**src/rtl/send_controller_if.sv**
```systemverilog
// Handshake bundle between send_controller and its neighbours (total controller,
// fragment_pkt, recv_controller). The master side drives requests and ACK information.
interface send_controller_if #(
    parameter int DFX_WIDTH     = 2,
    parameter int SEQ_NUM_WIDTH = 1
);
    logic [DFX_WIDTH-1:0]     local_dfx;
    logic                     valid_send_req;
    logic [DFX_WIDTH-1:0]     dst_dfx_req;
    logic                     ready_send_req;
    logic                     send_done;
    logic                     send_fail;
    logic                     start_cre_data_pkt;
    logic [DFX_WIDTH-1:0]     src_dfx_data_pkt_send;
    logic [DFX_WIDTH-1:0]     dst_dfx_data_pkt_send;
    logic [SEQ_NUM_WIDTH-1:0] sn_data_pkt_send;
    logic                     create_done_data_pkt;
    logic                     valid_ack_pkt_recv;
    logic [SEQ_NUM_WIDTH-1:0] rn_ack_pkt_recv;
    logic [DFX_WIDTH-1:0]     src_dfx_ack_pkt_recv;
    logic                     wait_ack_pkt_recv;

    modport master (
        output local_dfx, valid_send_req, dst_dfx_req, create_done_data_pkt,
               valid_ack_pkt_recv, rn_ack_pkt_recv, src_dfx_ack_pkt_recv,
        input  ready_send_req, send_done, send_fail, start_cre_data_pkt,
               src_dfx_data_pkt_send, dst_dfx_data_pkt_send, sn_data_pkt_send,
               wait_ack_pkt_recv
    );

    modport slave (
        input  local_dfx, valid_send_req, dst_dfx_req, create_done_data_pkt,
               valid_ack_pkt_recv, rn_ack_pkt_recv, src_dfx_ack_pkt_recv,
        output ready_send_req, send_done, send_fail, start_cre_data_pkt,
               src_dfx_data_pkt_send, dst_dfx_data_pkt_send, sn_data_pkt_send,
               wait_ack_pkt_recv
    );
endinterface

```
**src/rtl/send_controller.sv**
```systemverilog
// Stop-and-wait ARQ transmit controller for one router lane: send, await ACK, retransmit on timeout.
// Define SEND_CTRL_RETRY_LIMIT_EN to bound retransmissions by MAX_RETRY and enable the FAIL exit.
module send_controller #(
    parameter int DFX_WIDTH      = 2,
    parameter int SEQ_NUM_WIDTH  = 1,
    parameter int TIMEOUT_CYCLES = 1024,
    parameter int TIMER_WIDTH    = 16,
    parameter int MAX_RETRY      = 7,
    parameter int RETRY_WIDTH    = 3
) (
    input  logic             clk,
    input  logic             rst,
    send_controller_if.slave bus
);

    typedef enum logic [2:0] {
        IDLE,
        SEND_PKT,
        WAIT_CREATE,
        WAIT_ACK,
        DONE,
        FAIL
    } state_e;

    if ((TIMEOUT_CYCLES < 2) || (((TIMEOUT_CYCLES - 1) >> TIMER_WIDTH) != 0) ||
        ((MAX_RETRY >> RETRY_WIDTH) != 0)) begin : g_bad_cfg
        $error("send_controller: TIMER_WIDTH/RETRY_WIDTH too small or TIMEOUT_CYCLES < 2");
    end

    state_e                   state_q, state_d;
    logic [TIMER_WIDTH-1:0]   timer_q, timer_d;
    logic [SEQ_NUM_WIDTH-1:0] sn_q, sn_d, sn_next;
    logic                     ready_q, ready_d;
    logic                     start_q, start_d;
    logic                     done_q, done_d;
    logic                     wait_q;
    logic [DFX_WIDTH-1:0]     src_q, src_d;
    logic [DFX_WIDTH-1:0]     dst_q, dst_d;
    logic [SEQ_NUM_WIDTH-1:0] pkt_sn_q, pkt_sn_d;
    logic                     accept;
    logic                     ack_match;
    logic                     timeout;
`ifdef SEND_CTRL_RETRY_LIMIT_EN
    logic [RETRY_WIDTH-1:0]   retry_q, retry_d;
    logic                     fail_q, fail_d;
`endif

    assign sn_next   = sn_q + SEQ_NUM_WIDTH'(1);
    // ready_q is only ever high in IDLE, so it doubles as the accept qualifier.
    assign accept    = bus.valid_send_req && ready_q;
    assign ack_match = (state_q == WAIT_ACK) && bus.valid_ack_pkt_recv && wait_q &&
                       (bus.src_dfx_ack_pkt_recv == dst_q) &&
                       (bus.rn_ack_pkt_recv == sn_next);
    assign timeout   = (timer_q == TIMER_WIDTH'(TIMEOUT_CYCLES - 1));

    always_comb begin
        // NOTE: every next-state variable gets a default before the case, so no path infers a latch.
        state_d  = state_q;
        timer_d  = timer_q;
        sn_d     = sn_q;
        src_d    = src_q;
        dst_d    = dst_q;
        pkt_sn_d = pkt_sn_q;
`ifdef SEND_CTRL_RETRY_LIMIT_EN
        retry_d  = retry_q;
`endif

        case (state_q)
            IDLE: begin
                if (accept) begin
                    state_d = SEND_PKT;
`ifdef SEND_CTRL_RETRY_LIMIT_EN
                    retry_d = '0;
`endif
                end
            end
            SEND_PKT: state_d = WAIT_CREATE;
            WAIT_CREATE: begin
                if (bus.create_done_data_pkt) begin
                    timer_d = '0;
                    state_d = WAIT_ACK;
                end
            end
            WAIT_ACK: begin
                timer_d = timer_q + TIMER_WIDTH'(1);
                // A matching ACK on the timeout cycle still completes the transfer.
                if (ack_match) begin
                    sn_d    = sn_next;
                    state_d = DONE;
                end else if (timeout) begin
`ifdef SEND_CTRL_RETRY_LIMIT_EN
                    if (retry_q == RETRY_WIDTH'(MAX_RETRY)) begin
                        state_d = FAIL;
                    end else begin
                        retry_d = retry_q + RETRY_WIDTH'(1);
                        state_d = SEND_PKT;
                    end
`else
                    state_d = SEND_PKT;
`endif
                end
            end
            DONE:    state_d = IDLE;
            FAIL:    state_d = IDLE;
            default: state_d = IDLE;
        endcase

        // Outputs are registered from the next state so they change on the same edge as it.
        ready_d = (state_d == IDLE);
        start_d = (state_d == SEND_PKT);
        done_d  = (state_d == DONE);
`ifdef SEND_CTRL_RETRY_LIMIT_EN
        fail_d  = (state_d == FAIL);
`endif

        if (accept) begin
            src_d = bus.local_dfx;
            dst_d = bus.dst_dfx_req;
        end else if (state_d == IDLE) begin
            src_d = '0;
            dst_d = '0;
        end

        if (state_d == SEND_PKT) begin
            pkt_sn_d = sn_q;
        end else if (state_d == IDLE) begin
            pkt_sn_d = '0;
        end
    end

    always_ff @(posedge clk) begin
        // NOTE: registers use non-blocking assignments; reset is synchronous and acts only on an edge.
        if (rst) begin
            state_q  <= IDLE;
            timer_q  <= '0;
            sn_q     <= '0;
            ready_q  <= 1'b0;
            start_q  <= 1'b0;
            done_q   <= 1'b0;
            wait_q   <= 1'b0;
            src_q    <= '0;
            dst_q    <= '0;
            pkt_sn_q <= '0;
`ifdef SEND_CTRL_RETRY_LIMIT_EN
            retry_q  <= '0;
            fail_q   <= 1'b0;
`endif
        end else begin
            state_q  <= state_d;
            timer_q  <= timer_d;
            sn_q     <= sn_d;
            ready_q  <= ready_d;
            start_q  <= start_d;
            done_q   <= done_d;
            wait_q   <= 1'b1;
            src_q    <= src_d;
            dst_q    <= dst_d;
            pkt_sn_q <= pkt_sn_d;
`ifdef SEND_CTRL_RETRY_LIMIT_EN
            retry_q  <= retry_d;
            fail_q   <= fail_d;
`endif
        end
    end

    assign bus.ready_send_req        = ready_q;
    assign bus.send_done             = done_q;
    assign bus.start_cre_data_pkt    = start_q;
    assign bus.src_dfx_data_pkt_send = src_q;
    assign bus.dst_dfx_data_pkt_send = dst_q;
    assign bus.sn_data_pkt_send      = pkt_sn_q;
    assign bus.wait_ack_pkt_recv     = wait_q;
`ifdef SEND_CTRL_RETRY_LIMIT_EN
    assign bus.send_fail             = fail_q;
`else
    assign bus.send_fail             = 1'b0;
`endif

endmodule

```
**src/flat_wrapper.sv**
```systemverilog
// flat-port wrapper written by rule: the top's interface ports become plain ports
module send_controller_flat 
#(
    parameter int DFX_WIDTH      = 2,
    parameter int SEQ_NUM_WIDTH  = 1,
    parameter int TIMEOUT_CYCLES = 1024,
    parameter int TIMER_WIDTH    = 16,
    parameter int MAX_RETRY      = 7,
    parameter int RETRY_WIDTH    = 3
)
  (clk, rst, bus_local_dfx, bus_valid_send_req, bus_dst_dfx_req, bus_create_done_data_pkt, bus_valid_ack_pkt_recv, bus_rn_ack_pkt_recv, bus_src_dfx_ack_pkt_recv, bus_ready_send_req, bus_send_done, bus_send_fail, bus_start_cre_data_pkt, bus_src_dfx_data_pkt_send, bus_dst_dfx_data_pkt_send, bus_sn_data_pkt_send, bus_wait_ack_pkt_recv);
  send_controller_if #(.DFX_WIDTH(DFX_WIDTH), .SEQ_NUM_WIDTH(SEQ_NUM_WIDTH)) bus_i ();
  input  logic clk;
  input  logic rst;
  input wire logic [$bits(bus_i.local_dfx)-1:0] bus_local_dfx;
  input wire logic [$bits(bus_i.valid_send_req)-1:0] bus_valid_send_req;
  input wire logic [$bits(bus_i.dst_dfx_req)-1:0] bus_dst_dfx_req;
  input wire logic [$bits(bus_i.create_done_data_pkt)-1:0] bus_create_done_data_pkt;
  input wire logic [$bits(bus_i.valid_ack_pkt_recv)-1:0] bus_valid_ack_pkt_recv;
  input wire logic [$bits(bus_i.rn_ack_pkt_recv)-1:0] bus_rn_ack_pkt_recv;
  input wire logic [$bits(bus_i.src_dfx_ack_pkt_recv)-1:0] bus_src_dfx_ack_pkt_recv;
  output wire logic [$bits(bus_i.ready_send_req)-1:0] bus_ready_send_req;
  output wire logic [$bits(bus_i.send_done)-1:0] bus_send_done;
  output wire logic [$bits(bus_i.send_fail)-1:0] bus_send_fail;
  output wire logic [$bits(bus_i.start_cre_data_pkt)-1:0] bus_start_cre_data_pkt;
  output wire logic [$bits(bus_i.src_dfx_data_pkt_send)-1:0] bus_src_dfx_data_pkt_send;
  output wire logic [$bits(bus_i.dst_dfx_data_pkt_send)-1:0] bus_dst_dfx_data_pkt_send;
  output wire logic [$bits(bus_i.sn_data_pkt_send)-1:0] bus_sn_data_pkt_send;
  output wire logic [$bits(bus_i.wait_ack_pkt_recv)-1:0] bus_wait_ack_pkt_recv;
  assign bus_i.local_dfx = bus_local_dfx;
  assign bus_i.valid_send_req = bus_valid_send_req;
  assign bus_i.dst_dfx_req = bus_dst_dfx_req;
  assign bus_i.create_done_data_pkt = bus_create_done_data_pkt;
  assign bus_i.valid_ack_pkt_recv = bus_valid_ack_pkt_recv;
  assign bus_i.rn_ack_pkt_recv = bus_rn_ack_pkt_recv;
  assign bus_i.src_dfx_ack_pkt_recv = bus_src_dfx_ack_pkt_recv;
  assign bus_ready_send_req = bus_i.ready_send_req;
  assign bus_send_done = bus_i.send_done;
  assign bus_send_fail = bus_i.send_fail;
  assign bus_start_cre_data_pkt = bus_i.start_cre_data_pkt;
  assign bus_src_dfx_data_pkt_send = bus_i.src_dfx_data_pkt_send;
  assign bus_dst_dfx_data_pkt_send = bus_i.dst_dfx_data_pkt_send;
  assign bus_sn_data_pkt_send = bus_i.sn_data_pkt_send;
  assign bus_wait_ack_pkt_recv = bus_i.wait_ack_pkt_recv;
  send_controller #(.DFX_WIDTH(DFX_WIDTH), .SEQ_NUM_WIDTH(SEQ_NUM_WIDTH), .TIMEOUT_CYCLES(TIMEOUT_CYCLES), .TIMER_WIDTH(TIMER_WIDTH), .MAX_RETRY(MAX_RETRY), .RETRY_WIDTH(RETRY_WIDTH)) u_core (.clk(clk), .rst(rst), .bus(bus_i));
endmodule
```
**config.mk**
```make
export PLATFORM = sky130hd
export DESIGN_NAME = send_controller_flat
export DESIGN_NICKNAME = d
export VERILOG_FILES = /design/src/rtl/send_controller_if.sv /design/src/rtl/send_controller.sv /design/src/flat_wrapper.sv
export SDC_FILE = /design/constraint.sdc
export NUM_CORES = 1
export LEC_CHECK = 0
export CAP_MARGIN = 30
export CELL_PAD_IN_SITES_DETAIL_PLACEMENT = 0
export CELL_PAD_IN_SITES_GLOBAL_PLACEMENT = 1
export CORE_MARGIN = 4
export CORE_UTILIZATION = 38
export CTS_CLUSTER_SIZE = 25
export DETAILED_ROUTE_END_ITERATION = 8
export GPL_TIMING_DRIVEN = 0
export MAX_ROUTING_LAYER = met4
export PLACE_DENSITY = 0.74
export REMOVE_ABC_BUFFERS = 1
export SLEW_MARGIN = 20
export SYNTH_ARGS = -nofsm -noshare
export SYNTH_HDL_FRONTEND = slang
export SYNTH_SLANG_ARGS = --single-unit
```
**constraint.sdc**
```tcl
create_clock -name clk -period 2.1 [get_ports clk]
set_input_delay 0.42 -clock clk [delete_from_list [all_inputs] [get_ports clk]]
set_output_delay 0.42 -clock clk [all_outputs]
set_load 0.01 [all_outputs]
```
== Yosys cells after proc, flatten, opt, wreduce, memory -nomap -nowiden ==
Cells that the tools add are included.
Cells by class
  $add $sub $neg: 2
  equal/unequal tests: 9
  reduce and logical (&&, ||, !) cells: 12
  mux-type cells: 13
Operators with widths (count)
  one-hot mux 16 bit (2 select lines): 1
  adder 16 x 1 -> 16 bit (second input constant): 1
  == test 16 x 10 -> 1 bit (second input constant): 1
  two-way mux 16 bit: 1
  two-way mux 3 bit: 4
  one-hot mux 3 bit (4 select lines): 1
  == test 3 x 1 -> 1 bit (second input constant): 2
  == test 3 x 2 -> 1 bit (second input constant): 2
  logical NOT 3 bit: 2
  two-way mux 2 bit: 3
  nonzero test 2 bit: 3
  logical AND 1 bit: 5
  AND reduction 2 bit: 2
  == test 3 bit (second input constant): 1
  two-way mux 1 bit: 3
  == test 2 bit: 1
  inequality test 2 bit (second input constant): 1
  adder 1 bit (second input constant): 1
  == test 1 bit: 1
Word-level totals
  register bits after elaboration: 29

== Longest topological paths before layout ==
  word-level depth: 10
  mapped depth: 6
  mapped depth without buffers: 6

== Least setup slack after synthesis ==
No wires, ideal clock.
  path kind: reg-to-reg
  from: register u_core.timer_q[0]
  to: register u_core.pkt_sn_q (netlist: u_core.bus.sn_data_pkt_send)
  stages on the path, launching flop included: 7
  buffers on the path: 0
  arrival time: 1734 ps
  setup slack: 294 ps
  data required time: 2028 ps
  path through: dfxtp_1 > ha_1 > or4b_1 > nor4_2 > a31oi_1 > a211oi_2 > mux2i_1
Between the ends
  word-level cells in the longest chain between the ends: 6
  elaborated cells between the ends (all ways): 8
  those cells by class: eq/ne: 2; mux: 4; reduce/logical: 2
RTL lines
  start: declaration: RTL line send_controller.sv:31  | logic [TIMER_WIDTH-1:0] timer_q, timer_d;
  start signal: assignment: RTL line send_controller.sv:150  | timer_q <= timer_d;
  == test 16 x 10 -> 1 bit *: RTL line send_controller.sv:54  | assign timeout = (timer_q == TIMER_WIDTH'(TIMEOUT_CYCLES - 1));
  two-way mux 3 bit *: RTL line send_controller.sv:90  | end else if (timeout) begin
  two-way mux 3 bit *: RTL line send_controller.sv:87  | if (ack_match) begin
  one-hot mux 3 bit (4 select lines) *: RTL line send_controller.sv:68  | case (state_q)
  == test 3 x 1 -> 1 bit / logical NOT 3 bit (equally long branches): RTL line send_controller.sv:124, send_controller.sv:126
  two-way mux 1 bit / nonzero test 2 bit (equally long branches)
  end signal: assignment: RTL line send_controller.sv:158  | pkt_sn_q <= pkt_sn_d;
  end: declaration: RTL line send_controller.sv:39  | logic [SEQ_NUM_WIDTH-1:0] pkt_sn_q, pkt_sn_d;
Every way passes the cells marked *; elsewhere a longest branch is shown, timed or not.
A chain may end at the register's enable or synchronous reset.

== Final worst setup path ==
Same ends and word-level chain as after synthesis.

==> metrics <==
largest family of logic cells by synthesized area=simple AND/OR/NAND/NOR gates; Setup-failing EPs final=0; CTS tree=yes; DR pass1 iterations=4; data arrival time of the critical path=roughly 2200 ps; Synth top area share=0.439; Power Dens Cells=689 nW/um^2; register area=roughly 580 sq um; Worst Hold Class=flip-flop to flip-flop; via count=1155; Worst Tran Pin Value=588 ps; total track usage=0.159; Fmax=517 MHz; vias in the first global route=1164; dominant cell type by area after synthesis=dfxtp_1; critical path cell sequence=ha_2 -> or4b_1 -> nor4_2 -> a31oi_1 -> a211oi_2 -> mux2i_1; Clock Skew=11.3 ps; pin count of the biggest net entering global routing=27; final worst-path cycle share=0.921; Die X=67.0 um; Post-Route WL=2890 um; post-synthesis compound-gate area fraction=0.145; TritonCTS Sinks=29; RSZ-0062 raised after global routing=false; post-synthesis xor/xnor area fraction=0.0331; setup_tns=0 ps; DRC Markers=0; met1 global-route usage=0.190; Mean Syn Cell Area=8.69 sq um; Fill cells=355; CORE AREA=3340 sq um; sequential element share of the synthesized area=0.439; clk slew on worst S/H paths=roughly 100 ps; crit path max-delay cell type=or4b_1; synth unique cells=40; mux contribution to synthesized area=0.0502; P_leak=about 0.58 nW; Slew HR=0.605; H-tree depth=2; Post-synth EDFFs=0; CTS root buffer=clkbuf_4; synthesized cell area=1320 sq um; area occupied by multi-input gates=708 sq um; Seq cells post-synth=29; initial DRC count=between 100 and 150; TritonCTS Buffers=5; layout cells sized above 1=0.120; kind of critical path=flip-flop to flip-flop; Startpoint Class=flip-flop; row cnt=21; CP Capture Type=flip-flop; met2 Use GR=0.248; status=complete, no violations; Max clock buf depth=2; Die Y-Extent=67.0 um; Most used DFF post-synth=dfxtp_1; initial antenna violation count=0; die area=roughly 4500 sq um; final hold viol count=0; NetSw=0.000287 W; Max Cap Viol=0; WL/cell=13.1 um; Initial Utilization=0.396; CTS Hold Buffers Added=0; Detailed Place HPWL=2070 um; clock power share=0.347; DP Area=1550 sq um; Pwr Total=0.00113 W; Worst R2R Path Depth=6; I/O pins=22; Worst EP required=2360 ps; Worst-Skew Late Latency=330 ps; synth warn=0; hold-critical path depth=2; net count reported at finish=187; Max IR drop VDD=0.314 mV; Sw Share=0.254; Synth async-reset ratio=0; cell area after layout=1640 sq um; main area contributors after synthesis=dfxtp_1, nor2_1, mux2_2, nand2_1, a22oi_1; worst hold slack=481 ps; Syn Inst Count=between 150 and 200; CP peak stage delay=460 ps; first-pass GRT wire length=around 5200 um; Gate power share=0.134; busiest grt layer=met2; Internal=0.000842 W; Slew Viols, Final=0; Sequential Power Share=0.519; post-layout min period=around 1900 ps; Util after Layout=0.491; Synth Area in Simple Gates=0.294; Post-CTS Setup Inserts=0; GR Overflow Total=0; # diodes=0; port buffer count=20; routability cong.=between 0.8 and 0.9; synthesis-to-finish area growth=24.0%; met3 GRT Util=0.0489; Post-Synth Adder-Cell Area=0.00947; drt via density=5.23; final antenna-violating net count=0; critical path peak fanout=6
[registers in the layout, summed over array words and instances (netlist names)]
signal,count
u_core.timer_q,16
u_core.state_q,3
u_core.bus.dst_dfx_data_pkt_send,2
u_core.bus.src_dfx_data_pkt_send,2
u_core.bus.ready_send_req,1
u_core.bus.send_done,1
u_core.bus.sn_data_pkt_send,1
u_core.bus.start_cre_data_pkt,1
u_core.bus.wait_ack_pkt_recv,1
u_core.sn_q,1
[timing repair]
item	4_1_cts	5_1_grt
setup endpoints to repair	1	2
gates resized for setup	1	2
pin swaps	0	1
[stage by stage]
stage	setup WS [ps]	instances
5_1_grt	4.03	221
3_3_place_gp	-243	212
4_1_cts	16.5	220
6_report	166	221
3_5_place_dp	-248	212
2_1_floorplan	294	146
[power groups by stage]
stage / logic (W) / clock network, W / registers [W]
3_3_place_gp: 0.000149 / 0 / 0.000598
3_5_place_dp: 0.000150 / 0 / 0.000599
5_1_grt: 0.000170 / 0.000434 / 0.000592
6_report: 0.000152 / 0.000391 / 0.000586
4_1_cts: 0.000151 / 0.000401 / 0.000586
2_1_floorplan: 0.0000745 / 0 / 0.000602
[synth_stat cells (all sizes together), types with 2 or more instances]
master,number
buf,2
xor2,3
inv,2
o21ai,2
and4,4
nand3b,3
nor4,2
clkbuf,4
a211oi,3
nand3,8
mux2,5
nand4,4
o31a,2
and3,2
and2,4
a22oi,5
nand2,12
dfxtp,29
nor2,28
o21a,2
nor3,3
xnor2,2
o211ai,3
a21oi,6
or3,3
[path summary, 6_finish.rpt]
path                                             startpoint                     endpoint  slack [ps]
worst min-delay path            u_core.bus.sn_data_pkt_send  u_core.bus.sn_data_pkt_send         480
worst max-delay path                      u_core.timer_q[0]  u_core.bus.sn_data_pkt_send         170
worst min register to register  u_core.bus.sn_data_pkt_send  u_core.bus.sn_data_pkt_send         480
worst max register to register            u_core.timer_q[0]  u_core.bus.sn_data_pkt_send         170
[kinds of logic after synthesis]
logic type | count (synthesis)
AND/OR/NAND/NOR | 75
multiplexers | 6
flip-flops | 29
XOR/XNOR | 5
adder cells (fa/ha/maj) | 1
buffers and inverters | 8
other | 1
AO/OA/AOI/OAI | 27
[layout by cell type (no fill, tap or decap), types with 3 or more instances in the layout]
cell	count
clkbuf_4	5
o211ai_1	3
nand3b_1	3
xor2_1	3
and4_1	4
nor2_1	28
dfxtp_1	27
nor3_1	3
nand4_1	4
or3_1	3
a21oi_1	6
mux2_2	5
a22oi_1	5
nand3_1	7
clkdlybuf4s50_1	20
nand2_1	12
[final cells by class]
type,instances,area share
Clock buffer,7,0.0397
Clock inverter,1,0.00306
Inverter,2,0.00458
Multi-Input combinational cell,115,0.432
Sequential cell,29,0.356
Tap cell,46,0.0351
Timing Repair Buffer,21,0.129
[worst max-delay path: cells and delay by family (launching register included)]
family                   cells  cell delay (ps)
flip-flops                   1              380
adder cells (fa/ha/maj)      1              240
AND/OR/NAND/NOR              2              630
AO/OA/AOI/OAI                2              400
multiplexers                 1              210
[layer usage]
layer | share of wire | wire length [um]
met1 | 0.45 | 1320
met2 | 0.49 | 1410
met3 | 0.039 | 113
met4 | 0.020 | 57
met5 | 0 | 0
No activity file was read; power rests on OpenSTA's default activity.
